`src/rtl/mips_pkg.sv`:
```
// Shared constants and types for the ALU issue (ID/EX) stage:
// ALU control codes, ALUOp encodings, funct values and the EX register layout.
package mips_pkg;

    localparam int DATA_W     = 32;
    localparam int REG_ADDR_W = 5;
    localparam int CTRL_W     = 4;
    localparam int SHAMT_W    = 5;

    // Operation codes understood by the downstream ALU.
    typedef enum logic [CTRL_W-1:0] {
        ALU_AND = 4'b0000,
        ALU_OR  = 4'b0001,
        ALU_ADD = 4'b0010,
        ALU_SUB = 4'b0110,
        ALU_SLT = 4'b0111,
        ALU_NOR = 4'b1100,
        ALU_SLL = 4'b1111
    } alu_ctrl_e;

    // Main-decoder ALUOp field.
    typedef enum logic [1:0] {
        ALUOP_ADD   = 2'b00,  // lw / sw address
        ALUOP_SUB   = 2'b01,  // beq compare
        ALUOP_RTYPE = 2'b10,  // operation taken from funct
        ALUOP_OR    = 2'b11   // ori
    } alu_op_e;

    // R-type funct values that the ALU supports.
    localparam logic [5:0] FUNCT_ADD = 6'b100000;
    localparam logic [5:0] FUNCT_SUB = 6'b100010;
    localparam logic [5:0] FUNCT_AND = 6'b100100;
    localparam logic [5:0] FUNCT_OR  = 6'b100101;
    localparam logic [5:0] FUNCT_NOR = 6'b100111;
    localparam logic [5:0] FUNCT_SLT = 6'b101010;
    localparam logic [5:0] FUNCT_SLL = 6'b000000;

    // Contents of the ID/EX pipeline register. An all-zero value is a bubble.
    typedef struct packed {
        logic                  valid;
        logic                  reg_write;
        logic                  mem_read;
        logic                  mem_write;
        logic                  illegal;
        logic                  alu_src;
        logic [CTRL_W-1:0]     ctrl;
        logic [SHAMT_W-1:0]    shamt;
        logic [REG_ADDR_W-1:0] rs;
        logic [REG_ADDR_W-1:0] rt;
        logic [REG_ADDR_W-1:0] dest;
        logic [DATA_W-1:0]     rs_data;
        logic [DATA_W-1:0]     rt_data;
        logic [DATA_W-1:0]     imm;
    } ex_reg_t;

    // A later stage can supply a register value only if it writes a
    // non-zero destination equal to the requested index.
    function automatic logic fwd_hit(
        input logic                  we,
        input logic [REG_ADDR_W-1:0] rd,
        input logic [REG_ADDR_W-1:0] idx
    );
        return we && (rd != '0) && (rd == idx);
    endfunction

endpackage

```
`src/rtl/alu_issue_stage_if.sv`:
```
// Signal bundle between the ID stage / forwarding network and the issue stage.
// Bus semantics: there is no valid/ready pair here. id_valid qualifies the ID
// fields; stall_in holds the EX register; flush squashes the ID instruction;
// stall_out asks PC and IF/ID to hold for one cycle on a load-use hazard.
interface alu_issue_stage_if;
    import mips_pkg::*;

    // ID-stage instruction
    logic                  id_valid;
    logic [1:0]            id_alu_op;
    logic [5:0]            id_funct;
    logic [SHAMT_W-1:0]    id_shamt;
    logic [DATA_W-1:0]     id_rs_data;
    logic [DATA_W-1:0]     id_rt_data;
    logic [DATA_W-1:0]     id_imm;
    logic                  id_alu_src;
    logic                  id_reg_dst;
    logic                  id_reg_write;
    logic                  id_mem_read;
    logic                  id_mem_write;
    logic [REG_ADDR_W-1:0] id_rs;
    logic [REG_ADDR_W-1:0] id_rt;
    logic [REG_ADDR_W-1:0] id_rd;

    // Pipeline control
    logic                  stall_in;
    logic                  flush;

    // Forwarding sources
    logic                  ex_mem_reg_write;
    logic [REG_ADDR_W-1:0] ex_mem_rd;
    logic [DATA_W-1:0]     ex_mem_result;
    logic                  mem_wb_reg_write;
    logic [REG_ADDR_W-1:0] mem_wb_rd;
    logic [DATA_W-1:0]     mem_wb_result;

    // EX-stage outputs
    logic [DATA_W-1:0]     ALU_reg_1;
    logic [DATA_W-1:0]     ALU_reg_2;
    logic [CTRL_W-1:0]     ALU_control;
    logic [SHAMT_W-1:0]    shamt;
    logic [DATA_W-1:0]     ex_store_data;
    logic                  ex_valid;
    logic                  ex_reg_write;
    logic                  ex_mem_read;
    logic                  ex_mem_write;
    logic [REG_ADDR_W-1:0] ex_dest;
    logic                  ex_illegal;
    logic                  stall_out;

    // Driver side: ID stage, hazard/forwarding network
    modport master (
        output id_valid, id_alu_op, id_funct, id_shamt, id_rs_data, id_rt_data,
               id_imm, id_alu_src, id_reg_dst, id_reg_write, id_mem_read,
               id_mem_write, id_rs, id_rt, id_rd, stall_in, flush,
               ex_mem_reg_write, ex_mem_rd, ex_mem_result,
               mem_wb_reg_write, mem_wb_rd, mem_wb_result,
        input  ALU_reg_1, ALU_reg_2, ALU_control, shamt, ex_store_data,
               ex_valid, ex_reg_write, ex_mem_read, ex_mem_write, ex_dest,
               ex_illegal, stall_out
    );

    // Issue-stage side
    modport slave (
        input  id_valid, id_alu_op, id_funct, id_shamt, id_rs_data, id_rt_data,
               id_imm, id_alu_src, id_reg_dst, id_reg_write, id_mem_read,
               id_mem_write, id_rs, id_rt, id_rd, stall_in, flush,
               ex_mem_reg_write, ex_mem_rd, ex_mem_result,
               mem_wb_reg_write, mem_wb_rd, mem_wb_result,
        output ALU_reg_1, ALU_reg_2, ALU_control, shamt, ex_store_data,
               ex_valid, ex_reg_write, ex_mem_read, ex_mem_write, ex_dest,
               ex_illegal, stall_out
    );

endinterface

```
`src/rtl/alu_ctrl_decode.sv`:
```
// Combinational ALU control decoder: (ALUOp, funct) -> 4-bit ALU code.
// Unsupported R-type funct values fall back to ADD and raise o_illegal.
module alu_ctrl_decode
    import mips_pkg::*;
(
    input  logic [1:0]        i_alu_op,
    input  logic [5:0]        i_funct,
    output logic [CTRL_W-1:0] o_code,
    output logic              o_illegal
);

    // Map ALUOp first; only R-type consults funct.
    always_comb begin
        o_code    = ALU_ADD;
        o_illegal = 1'b0;
        case (i_alu_op)
            ALUOP_ADD: o_code = ALU_ADD;
            ALUOP_SUB: o_code = ALU_SUB;
            ALUOP_OR:  o_code = ALU_OR;
            default: begin
                case (i_funct)
                    FUNCT_ADD: o_code = ALU_ADD;
                    FUNCT_SUB: o_code = ALU_SUB;
                    FUNCT_AND: o_code = ALU_AND;
                    FUNCT_OR:  o_code = ALU_OR;
                    FUNCT_NOR: o_code = ALU_NOR;
                    FUNCT_SLT: o_code = ALU_SLT;
                    FUNCT_SLL: o_code = ALU_SLL;
                    default: begin
                        o_code    = ALU_ADD;
                        o_illegal = 1'b1;
                    end
                endcase
            end
        endcase
    end

endmodule

```
`src/rtl/alu_issue_stage.sv`:
```
// ID/EX issue stage: decodes the ALU operation, registers the instruction,
// inserts one bubble per load-use hazard and forwards EX/MEM and MEM/WB
// results onto the ALU operands.
module alu_issue_stage
    import mips_pkg::*;
(
    input  logic             clk,
    input  logic             reset_n,
    alu_issue_stage_if.slave bus
);

    logic [CTRL_W-1:0] w_code;
    logic              w_illegal;
    logic              w_hazard;
    ex_reg_t           w_capture;
    ex_reg_t           r_ex;
    logic [DATA_W-1:0] w_fwd_a;
    logic [DATA_W-1:0] w_fwd_b;

    alu_ctrl_decode u_decode (
        .i_alu_op  (bus.id_alu_op),
        .i_funct   (bus.id_funct),
        .o_code    (w_code),
        .o_illegal (w_illegal)
    );

    // Load in EX whose destination is read by the ID instruction. rt counts
    // only when it is actually used as operand B (not replaced by imm).
    always_comb begin
        w_hazard = r_ex.valid && r_ex.mem_read && (r_ex.dest != '0) &&
                   bus.id_valid &&
                   ((r_ex.dest == bus.id_rs) ||
                    ((r_ex.dest == bus.id_rt) && !bus.id_alu_src));
    end

    // Register image of the ID instruction; id_valid=0 yields a bubble.
    always_comb begin
        w_capture = '0;
        if (bus.id_valid) begin
            w_capture.valid     = 1'b1;
            w_capture.reg_write = bus.id_reg_write;
            w_capture.mem_read  = bus.id_mem_read;
            w_capture.mem_write = bus.id_mem_write;
            w_capture.illegal   = w_illegal;
            w_capture.alu_src   = bus.id_alu_src;
            w_capture.ctrl      = w_code;
            w_capture.shamt     = bus.id_shamt;
            w_capture.rs        = bus.id_rs;
            w_capture.rt        = bus.id_rt;
            w_capture.dest      = bus.id_reg_dst ? bus.id_rd : bus.id_rt;
            w_capture.rs_data   = bus.id_rs_data;
            w_capture.rt_data   = bus.id_rt_data;
            w_capture.imm       = bus.id_imm;
        end
    end

    // Pipeline register, priority flush > stall_in > hazard > capture.
    always_ff @(posedge clk or negedge reset_n) begin
        if (!reset_n) begin
            r_ex <= '0;
        end else if (bus.flush) begin
            r_ex <= '0;
        end else if (bus.stall_in) begin
            r_ex <= r_ex;
        end else if (w_hazard) begin
            r_ex <= '0;
        end else begin
            r_ex <= w_capture;
        end
    end

    // Operand forwarding; the younger EX/MEM result wins over MEM/WB.
    always_comb begin
        if (fwd_hit(bus.ex_mem_reg_write, bus.ex_mem_rd, r_ex.rs)) begin
            w_fwd_a = bus.ex_mem_result;
        end else if (fwd_hit(bus.mem_wb_reg_write, bus.mem_wb_rd, r_ex.rs)) begin
            w_fwd_a = bus.mem_wb_result;
        end else begin
            w_fwd_a = r_ex.rs_data;
        end

        if (fwd_hit(bus.ex_mem_reg_write, bus.ex_mem_rd, r_ex.rt)) begin
            w_fwd_b = bus.ex_mem_result;
        end else if (fwd_hit(bus.mem_wb_reg_write, bus.mem_wb_rd, r_ex.rt)) begin
            w_fwd_b = bus.mem_wb_result;
        end else begin
            w_fwd_b = r_ex.rt_data;
        end
    end

    assign bus.stall_out     = w_hazard;
    assign bus.ALU_reg_1     = w_fwd_a;
    assign bus.ALU_reg_2     = r_ex.alu_src ? r_ex.imm : w_fwd_b;
    assign bus.ex_store_data = w_fwd_b;
    assign bus.ALU_control   = r_ex.ctrl;
    assign bus.shamt         = r_ex.shamt;
    assign bus.ex_valid      = r_ex.valid;
    assign bus.ex_reg_write  = r_ex.reg_write;
    assign bus.ex_mem_read   = r_ex.mem_read;
    assign bus.ex_mem_write  = r_ex.mem_write;
    assign bus.ex_dest       = r_ex.dest;
    assign bus.ex_illegal    = r_ex.illegal;

endmodule

```
`src/flat_wrapper.sv`:
```
// flat-port wrapper written by rule: the top's interface ports become plain ports
module alu_issue_stage_flat import mips_pkg::*;
  (clk, reset_n, bus_id_valid, bus_id_alu_op, bus_id_funct, bus_id_shamt, bus_id_rs_data, bus_id_rt_data, bus_id_imm, bus_id_alu_src, bus_id_reg_dst, bus_id_reg_write, bus_id_mem_read, bus_id_mem_write, bus_id_rs, bus_id_rt, bus_id_rd, bus_stall_in, bus_flush, bus_ex_mem_reg_write, bus_ex_mem_rd, bus_ex_mem_result, bus_mem_wb_reg_write, bus_mem_wb_rd, bus_mem_wb_result, bus_ALU_reg_1, bus_ALU_reg_2, bus_ALU_control, bus_shamt, bus_ex_store_data, bus_ex_valid, bus_ex_reg_write, bus_ex_mem_read, bus_ex_mem_write, bus_ex_dest, bus_ex_illegal, bus_stall_out);
  alu_issue_stage_if bus_i ();
  input  logic clk;
  input  logic reset_n;
  input wire logic [$bits(bus_i.id_valid)-1:0] bus_id_valid;
  input wire logic [$bits(bus_i.id_alu_op)-1:0] bus_id_alu_op;
  input wire logic [$bits(bus_i.id_funct)-1:0] bus_id_funct;
  input wire logic [$bits(bus_i.id_shamt)-1:0] bus_id_shamt;
  input wire logic [$bits(bus_i.id_rs_data)-1:0] bus_id_rs_data;
  input wire logic [$bits(bus_i.id_rt_data)-1:0] bus_id_rt_data;
  input wire logic [$bits(bus_i.id_imm)-1:0] bus_id_imm;
  input wire logic [$bits(bus_i.id_alu_src)-1:0] bus_id_alu_src;
  input wire logic [$bits(bus_i.id_reg_dst)-1:0] bus_id_reg_dst;
  input wire logic [$bits(bus_i.id_reg_write)-1:0] bus_id_reg_write;
  input wire logic [$bits(bus_i.id_mem_read)-1:0] bus_id_mem_read;
  input wire logic [$bits(bus_i.id_mem_write)-1:0] bus_id_mem_write;
  input wire logic [$bits(bus_i.id_rs)-1:0] bus_id_rs;
  input wire logic [$bits(bus_i.id_rt)-1:0] bus_id_rt;
  input wire logic [$bits(bus_i.id_rd)-1:0] bus_id_rd;
  input wire logic [$bits(bus_i.stall_in)-1:0] bus_stall_in;
  input wire logic [$bits(bus_i.flush)-1:0] bus_flush;
  input wire logic [$bits(bus_i.ex_mem_reg_write)-1:0] bus_ex_mem_reg_write;
  input wire logic [$bits(bus_i.ex_mem_rd)-1:0] bus_ex_mem_rd;
  input wire logic [$bits(bus_i.ex_mem_result)-1:0] bus_ex_mem_result;
  input wire logic [$bits(bus_i.mem_wb_reg_write)-1:0] bus_mem_wb_reg_write;
  input wire logic [$bits(bus_i.mem_wb_rd)-1:0] bus_mem_wb_rd;
  input wire logic [$bits(bus_i.mem_wb_result)-1:0] bus_mem_wb_result;
  output wire logic [$bits(bus_i.ALU_reg_1)-1:0] bus_ALU_reg_1;
  output wire logic [$bits(bus_i.ALU_reg_2)-1:0] bus_ALU_reg_2;
  output wire logic [$bits(bus_i.ALU_control)-1:0] bus_ALU_control;
  output wire logic [$bits(bus_i.shamt)-1:0] bus_shamt;
  output wire logic [$bits(bus_i.ex_store_data)-1:0] bus_ex_store_data;
  output wire logic [$bits(bus_i.ex_valid)-1:0] bus_ex_valid;
  output wire logic [$bits(bus_i.ex_reg_write)-1:0] bus_ex_reg_write;
  output wire logic [$bits(bus_i.ex_mem_read)-1:0] bus_ex_mem_read;
  output wire logic [$bits(bus_i.ex_mem_write)-1:0] bus_ex_mem_write;
  output wire logic [$bits(bus_i.ex_dest)-1:0] bus_ex_dest;
  output wire logic [$bits(bus_i.ex_illegal)-1:0] bus_ex_illegal;
  output wire logic [$bits(bus_i.stall_out)-1:0] bus_stall_out;
  assign bus_i.id_valid = bus_id_valid;
  assign bus_i.id_alu_op = bus_id_alu_op;
  assign bus_i.id_funct = bus_id_funct;
  assign bus_i.id_shamt = bus_id_shamt;
  assign bus_i.id_rs_data = bus_id_rs_data;
  assign bus_i.id_rt_data = bus_id_rt_data;
  assign bus_i.id_imm = bus_id_imm;
  assign bus_i.id_alu_src = bus_id_alu_src;
  assign bus_i.id_reg_dst = bus_id_reg_dst;
  assign bus_i.id_reg_write = bus_id_reg_write;
  assign bus_i.id_mem_read = bus_id_mem_read;
  assign bus_i.id_mem_write = bus_id_mem_write;
  assign bus_i.id_rs = bus_id_rs;
  assign bus_i.id_rt = bus_id_rt;
  assign bus_i.id_rd = bus_id_rd;
  assign bus_i.stall_in = bus_stall_in;
  assign bus_i.flush = bus_flush;
  assign bus_i.ex_mem_reg_write = bus_ex_mem_reg_write;
  assign bus_i.ex_mem_rd = bus_ex_mem_rd;
  assign bus_i.ex_mem_result = bus_ex_mem_result;
  assign bus_i.mem_wb_reg_write = bus_mem_wb_reg_write;
  assign bus_i.mem_wb_rd = bus_mem_wb_rd;
  assign bus_i.mem_wb_result = bus_mem_wb_result;
  assign bus_ALU_reg_1 = bus_i.ALU_reg_1;
  assign bus_ALU_reg_2 = bus_i.ALU_reg_2;
  assign bus_ALU_control = bus_i.ALU_control;
  assign bus_shamt = bus_i.shamt;
  assign bus_ex_store_data = bus_i.ex_store_data;
  assign bus_ex_valid = bus_i.ex_valid;
  assign bus_ex_reg_write = bus_i.ex_reg_write;
  assign bus_ex_mem_read = bus_i.ex_mem_read;
  assign bus_ex_mem_write = bus_i.ex_mem_write;
  assign bus_ex_dest = bus_i.ex_dest;
  assign bus_ex_illegal = bus_i.ex_illegal;
  assign bus_stall_out = bus_i.stall_out;
  alu_issue_stage u_core (.clk(clk), .reset_n(reset_n), .bus(bus_i));
endmodule
```
`config.mk`:
```
export PLATFORM = sky130hd
export DESIGN_NAME = alu_issue_stage_flat
export DESIGN_NICKNAME = d
export VERILOG_FILES = /design/src/rtl/mips_pkg.sv /design/src/rtl/alu_issue_stage_if.sv /design/src/rtl/alu_ctrl_decode.sv /design/src/rtl/alu_issue_stage.sv /design/src/flat_wrapper.sv
export SDC_FILE = /design/constraint.sdc
export NUM_CORES = 1
export LEC_CHECK = 0
export CORE_UTILIZATION = 45
export DETAILED_ROUTE_END_ITERATION = 16
export GPL_TIMING_DRIVEN = 0
export PLACE_DENSITY = 0.86
export SYNTH_ARGS = -nofsm -noshare
export SYNTH_HDL_FRONTEND = slang
export SYNTH_SLANG_ARGS = --single-unit
```
`constraint.sdc`:
```
create_clock -name clk -period 6.6 [get_ports clk]
set_input_delay 1.32 -clock clk [delete_from_list [all_inputs] [get_ports clk]]
set_output_delay 1.32 -clock clk [all_outputs]
set_load 0.02 [all_outputs]
```
* After elaboration in Yosys (flattened, before gate mapping)
Cells that the tools add are included.
** Word-level totals
- Register bits :: 126
- Logic and storage cells :: 63
** Operators by class
- Equal/unequal tests :: 15
- Mux-type cells :: 14
- Reduce and logical (&&, ||, !) cells :: 20
** Operators with widths (count)
- $mux W126 :: 4
- $mux W32 :: 5
- $eq A6 B6 Y1 const B :: 6
- $eq A5 B5 Y1 :: 6
- $pmux W4 S6 :: 1
- $reduce_bool A5 Y1 :: 3
- $pmux W4 S3 :: 1
- $logic_and A1 B1 Y1 :: 11
- $reduce_or A7 Y1 :: 1
- $logic_not A6 Y1 :: 1
- $mux W5 :: 1
- $reduce_or A3 Y1 :: 1
- $eq A2 B1 Y1 const B :: 1
- $eq A2 B2 Y1 const B :: 1
- $logic_not A2 Y1 :: 1
- $mux W1 :: 2
- $ne A2 B1 Y1 const B :: 1
- $logic_not A1 Y1 :: 1
- $logic_or A1 B1 Y1 :: 1

* Longest topological paths before layout
- Word-level depth :: 8
- Depth in mapped cells :: 8
- Mapped depth without buffers :: 5

* By module
From an unflattened synthesis, not the netlist that was laid out.
** Second synthesis, totals
- Cell total of the unflattened synthesis :: 713
- Area total of the unflattened synthesis :: 7155.6 µm²
** By module, submodules not included
- alu_issue_stage :: times used 1, cells an instance 681, area each 6939.2 µm², seq. area each 3153.0 µm²
- alu_ctrl_decode :: times used 1, cells an instance 32, area each 216.5 µm², seq. area each 0.0 µm²

* Worst setup path after synthesis
OpenSTA, ideal clock, no wires.
- Path kind :: in2out
- Start :: in bus_mem_wb_rd[0]
- End :: out bus_ALU_reg_2[10]
- Data arrival time :: 3163 ps
- Slack :: 2117 ps
- Stages on the path :: 6
- Cell sequence :: or4_4 -> o211ai_4 -> buf_2 -> o21ai_0 -> a31oi_1 -> mux2_2
** Between the ends
- Cells in the longest elaborated chain, start to end :: 6
** RTL lines
- start, declared :: RTL line flat_wrapper.sv:28 : input wire logic [$bits(bus_i.mem_wb_rd)-1:0] bus_mem_wb_rd;
- $reduce_bool A5 Y1 :: RTL line mips_pkg.sv:63 : return we && (rd != '0) && (rd == idx);
- $logic_and A1 B1 Y1 :: RTL line mips_pkg.sv:63
- $logic_and A1 B1 Y1 (*) :: RTL line mips_pkg.sv:63
- $mux W32 (*) :: RTL line alu_issue_stage.sv:84 : end else if (fwd_hit(bus.mem_wb_reg_write, bus.mem_wb_rd, r_ex.rt)) begin
- $mux W32 (*) :: RTL line alu_issue_stage.sv:82 : if (fwd_hit(bus.ex_mem_reg_write, bus.ex_mem_rd, r_ex.rt)) begin
- net bus_ex_store_data[10] :: RTL line flat_wrapper.sv:34 : output wire logic [$bits(bus_i.ex_store_data)-1:0] bus_ex_store_data;
- $mux W32 (*) :: RTL line alu_issue_stage.sv:93 : assign bus.ALU_reg_2 = r_ex.alu_src ? r_ex.imm : w_fwd_b;
- end, declared :: RTL line flat_wrapper.sv:31 : output wire logic [$bits(bus_i.ALU_reg_2)-1:0] bus_ALU_reg_2;
Mark *: on every way through the listed nets, which the timed path passes. The rest lies on a longest branch.

* Final worst setup path
- Start :: in bus_mem_wb_rd[0]
- End :: out bus_ALU_reg_2[0]
** Between the ends
- Cells in the longest elaborated chain, start to end :: 6
** RTL lines (RTL line)
- $reduce_bool A5 Y1 :: mips_pkg.sv:63
- $logic_and A1 B1 Y1 :: mips_pkg.sv:63
- $logic_and A1 B1 Y1 (*) :: mips_pkg.sv:63
- $mux W32 (*) :: alu_issue_stage.sv:84
- $mux W32 (*) :: alu_issue_stage.sv:82
- $mux W32 (*) :: alu_issue_stage.sv:93
Every way passes the cells marked *; elsewhere a longest branch is shown, timed or not.

==> impl_metrics.toml <==
[run_status]
status = "finished clean"

[detailed_routing]
num_vias = 7370
drt.antenna.violating_nets = 0
drt_iter0_markers = 566
drc = 0
wl_per_cell_um = 22.6
firstDrtPassIters = 7
wl_um = 28700
routed_via_density = 5.80

[global_route]
grt_usage_pct = 35.2
antenna_found_initial = 0
grt_overflow = 0
grt_first_pass_wirelength_um = 42900
grt_pass1_vias = 7537
grt_max_degree = 65

[clock_tree]
cts.sinks = 126
ctsResizeCount = 0
clk_pin_slew_ns = 0.06
cts_setup_buffers = 0
insertion_delay_ns = 0.42
cts_root_buf = "clkbuf_16"
holdBufCountCts = 0
cts_made_buffers = 17
cts_tree = "built"
clock_path_buffers = 2
h-tree-depth = 4

[synth]
synth-seq-cells = 126
synthFlopType = "dfrtp_1"
synth_common_cells = "dfrtp_1, a22o_1, mux2_2, nor2_1, o21ai_0"
yosysUniqueCellTypes = 41
synth_area_leaders = "dfrtp_1, a22o_1, mux2_2"
netlist_area_um2 = 7140
seq_area_frac_synth_pct = 44.1
yosysTopAreaCell = "dfrtp_1"
synth_top_family_by_area = "compound AO/OA/AOI/OAI gates"
synth-xor-area-share_pct = 3.68
synth.most_common_cell = "dfrtp_1"
yosys.area_share.simple_pct = 9.57
synthCells = 704
synth_mux_area_share_pct = 10.3
synth_top_cell_area_share_pct = 44.1
synth-compound-area-share_pct = 24.6
syn_nets = 914
synth_edf_count = 0
synthAdderAreaFrac_pct = 0
synth.avg_cell_area_um2 = 10.1
synth_warnings = 0
async_flop_share_pct = 100

[floorplanning]
rows = 45
die_area_um2 = 16400
core_um2 = 15400
pin_count = 326
start_util_pct = 46.5
die_h_um = 128
die_x_um = 128

[sta]
hold_viol = 0
fmax_mhz = 172
final.setup_skew_ns = 0.0103
min_period_ns = 5.80
rsz0062_at_grt = "false"
layout_setup_ws_ns = 0.799
relSlewSlack_pct = 49.1
slew_violations = 0
tightest_slew_ns = 0.763
holdWs_ns = 0.495
setup_viol_count_final = 0
finalCritPeriodShare_pct = 87.9

[placement]
portBuffers = 322
dp_hpwl_um = 21300
placedCellCount = 1238
placed_cell_area_um2 = 10700
routabilityCongestion = 0.921
pre_cts_slack_ns = 0.759

[final_layout]
area_growth_pct = 57.4
postLayoutCellArea_um2 = 11200
num-fill-cells = 1149
fin_util_pct = 73.1
diodes = 0
nNetsFinal = 1256
stdcell_count = 1270
drive_above_1_share_pct = 11.2

[worst_setup_path]
slowest_delay_ns = 0.62
critPathKind = "input pin to output pin"
worstPathArrival_ns = 4.48
critPathMaxFanout = 10
cp.required_ns = 5.28
startpoint_type = "input pin"
crit_chain = "clkdlybuf4s50_1 > or4_4 > o211ai_4 > buf_2 > o21ai_0 > a31oi_1 > mux2_2 > clkdlybuf4s50_1"
endpoint_kind = "output pin"
cp_slowest_cell = "clkdlybuf4s50_1"
cp_common_cell = "clkdlybuf4s50_1"

[power_and_ir_drop]
p_leak_nw = 4.71
irDropWorstVdd_mv = 0.195
p_per_area_nw_per_um2 = 200

[run]
maxCapViolCount = 0

[worst_hold_path]
min_path_type = "register to register"
sequential cells by signal, summed over array words and instances, names as in the netlist, 4 cells and up:
register,flops
u_core.r_ex,107
u_core.bus.ex_dest,5
u_core.bus.shamt,5
u_core.bus.ALU_control,4
worst paths after layout:
kind / from / endpoint / slack (ns) / cells past startpoint
setup / recovery: bus_mem_wb_rd[0] / bus_ALU_reg_2[0] / 0.80 / 8
hold / removal: u_core.r_ex[54] / u_core.r_ex[54] / 0.50 / 1
setup reg to reg: u_core.bus.ex_dest[0] / u_core.r_ex[20] / 4.16 / 7
hold reg to reg: u_core.r_ex[54] / u_core.r_ex[54] / 0.50 / 1
max in group asynchronous: reset_n / u_core.r_ex[7] / 4.99 / 2
min in group asynchronous: reset_n / u_core.r_ex[23] / 0.88 / 1
worst max-delay path, delay by kind of cell:
kind / cells / cell delay [ns]
AOI/OAI and AO/OA: 3 / 0.95
buffers and inverters: 3 / 1.37
and+or+nand+nor: 1 / 0.58
muxes: 1 / 0.24
placed cells by master (no fill, tap or decap), types with 7 or more instances in the layout:
master	n
dfrtp_1	126
or3_1	33
nor3_1	33
mux2i_1	32
buf_1	7
clkbuf_16	17
buf_2	22
mux2_2	37
a31oi_1	34
a21oi_1	32
o21ai_0	35
clkbuf_1	31
a22o_1	124
nor2_1	37
xnor2_1	25
buf_4	19
clkdlybuf4s50_1	321
inv_1	33
routing by layer:
| layer | global-route usage (%) | wire length, um | up-vias |
|---|---|---|---|
| li1 | - | - | 3301 |
| met1 | 41.3 | 11100 | 3551 |
| met2 | 59.0 | 13700 | 443 |
| met3 | 11.0 | 2750 | 75 |
| met4 | 16.3 | 1170 | 0 |
| met5 | 0 | 0 | - |
report_power, final:
part	total (mW)	internal (mW)	switching (mW)
logic	0.489	0.256	0.232
registers	0.823	0.802	0.0214
clock network	0.935	0.582	0.353
cells by family (layout without fill, tap and decap cells):
family,after synthesis,count (layout)
AO/OA/AOI/OAI,237,237
XOR/XNOR,30,30
buffers and inverters,114,469
flip-flops,126,126
multiplexers,69,69
AND/OR/NAND/NOR,128,128
metrics by stage:
step           setup TNS (ns)  power [mW]
5_1_grt                     0        2.32
3_5_place_dp                0        1.32
2_1_floorplan               0        1.03
6_report                    0        2.25
4_1_cts                     0        2.25
3_3_place_gp           -96.88        1.31
cell type report:
class                      instances  area [um2]  area share (%)
sequential                       126        3150            28.0
tap                              211         264            2.35
buffer                            81         425            3.78
clock inverter                    11         115            1.02
timing repair buffer             323        3250            28.9
multi-input combinational        464        3440            30.6
inverter                          33         124            1.10
clock buffer                      21         470            4.18
(Power assumes the default switching activity.)
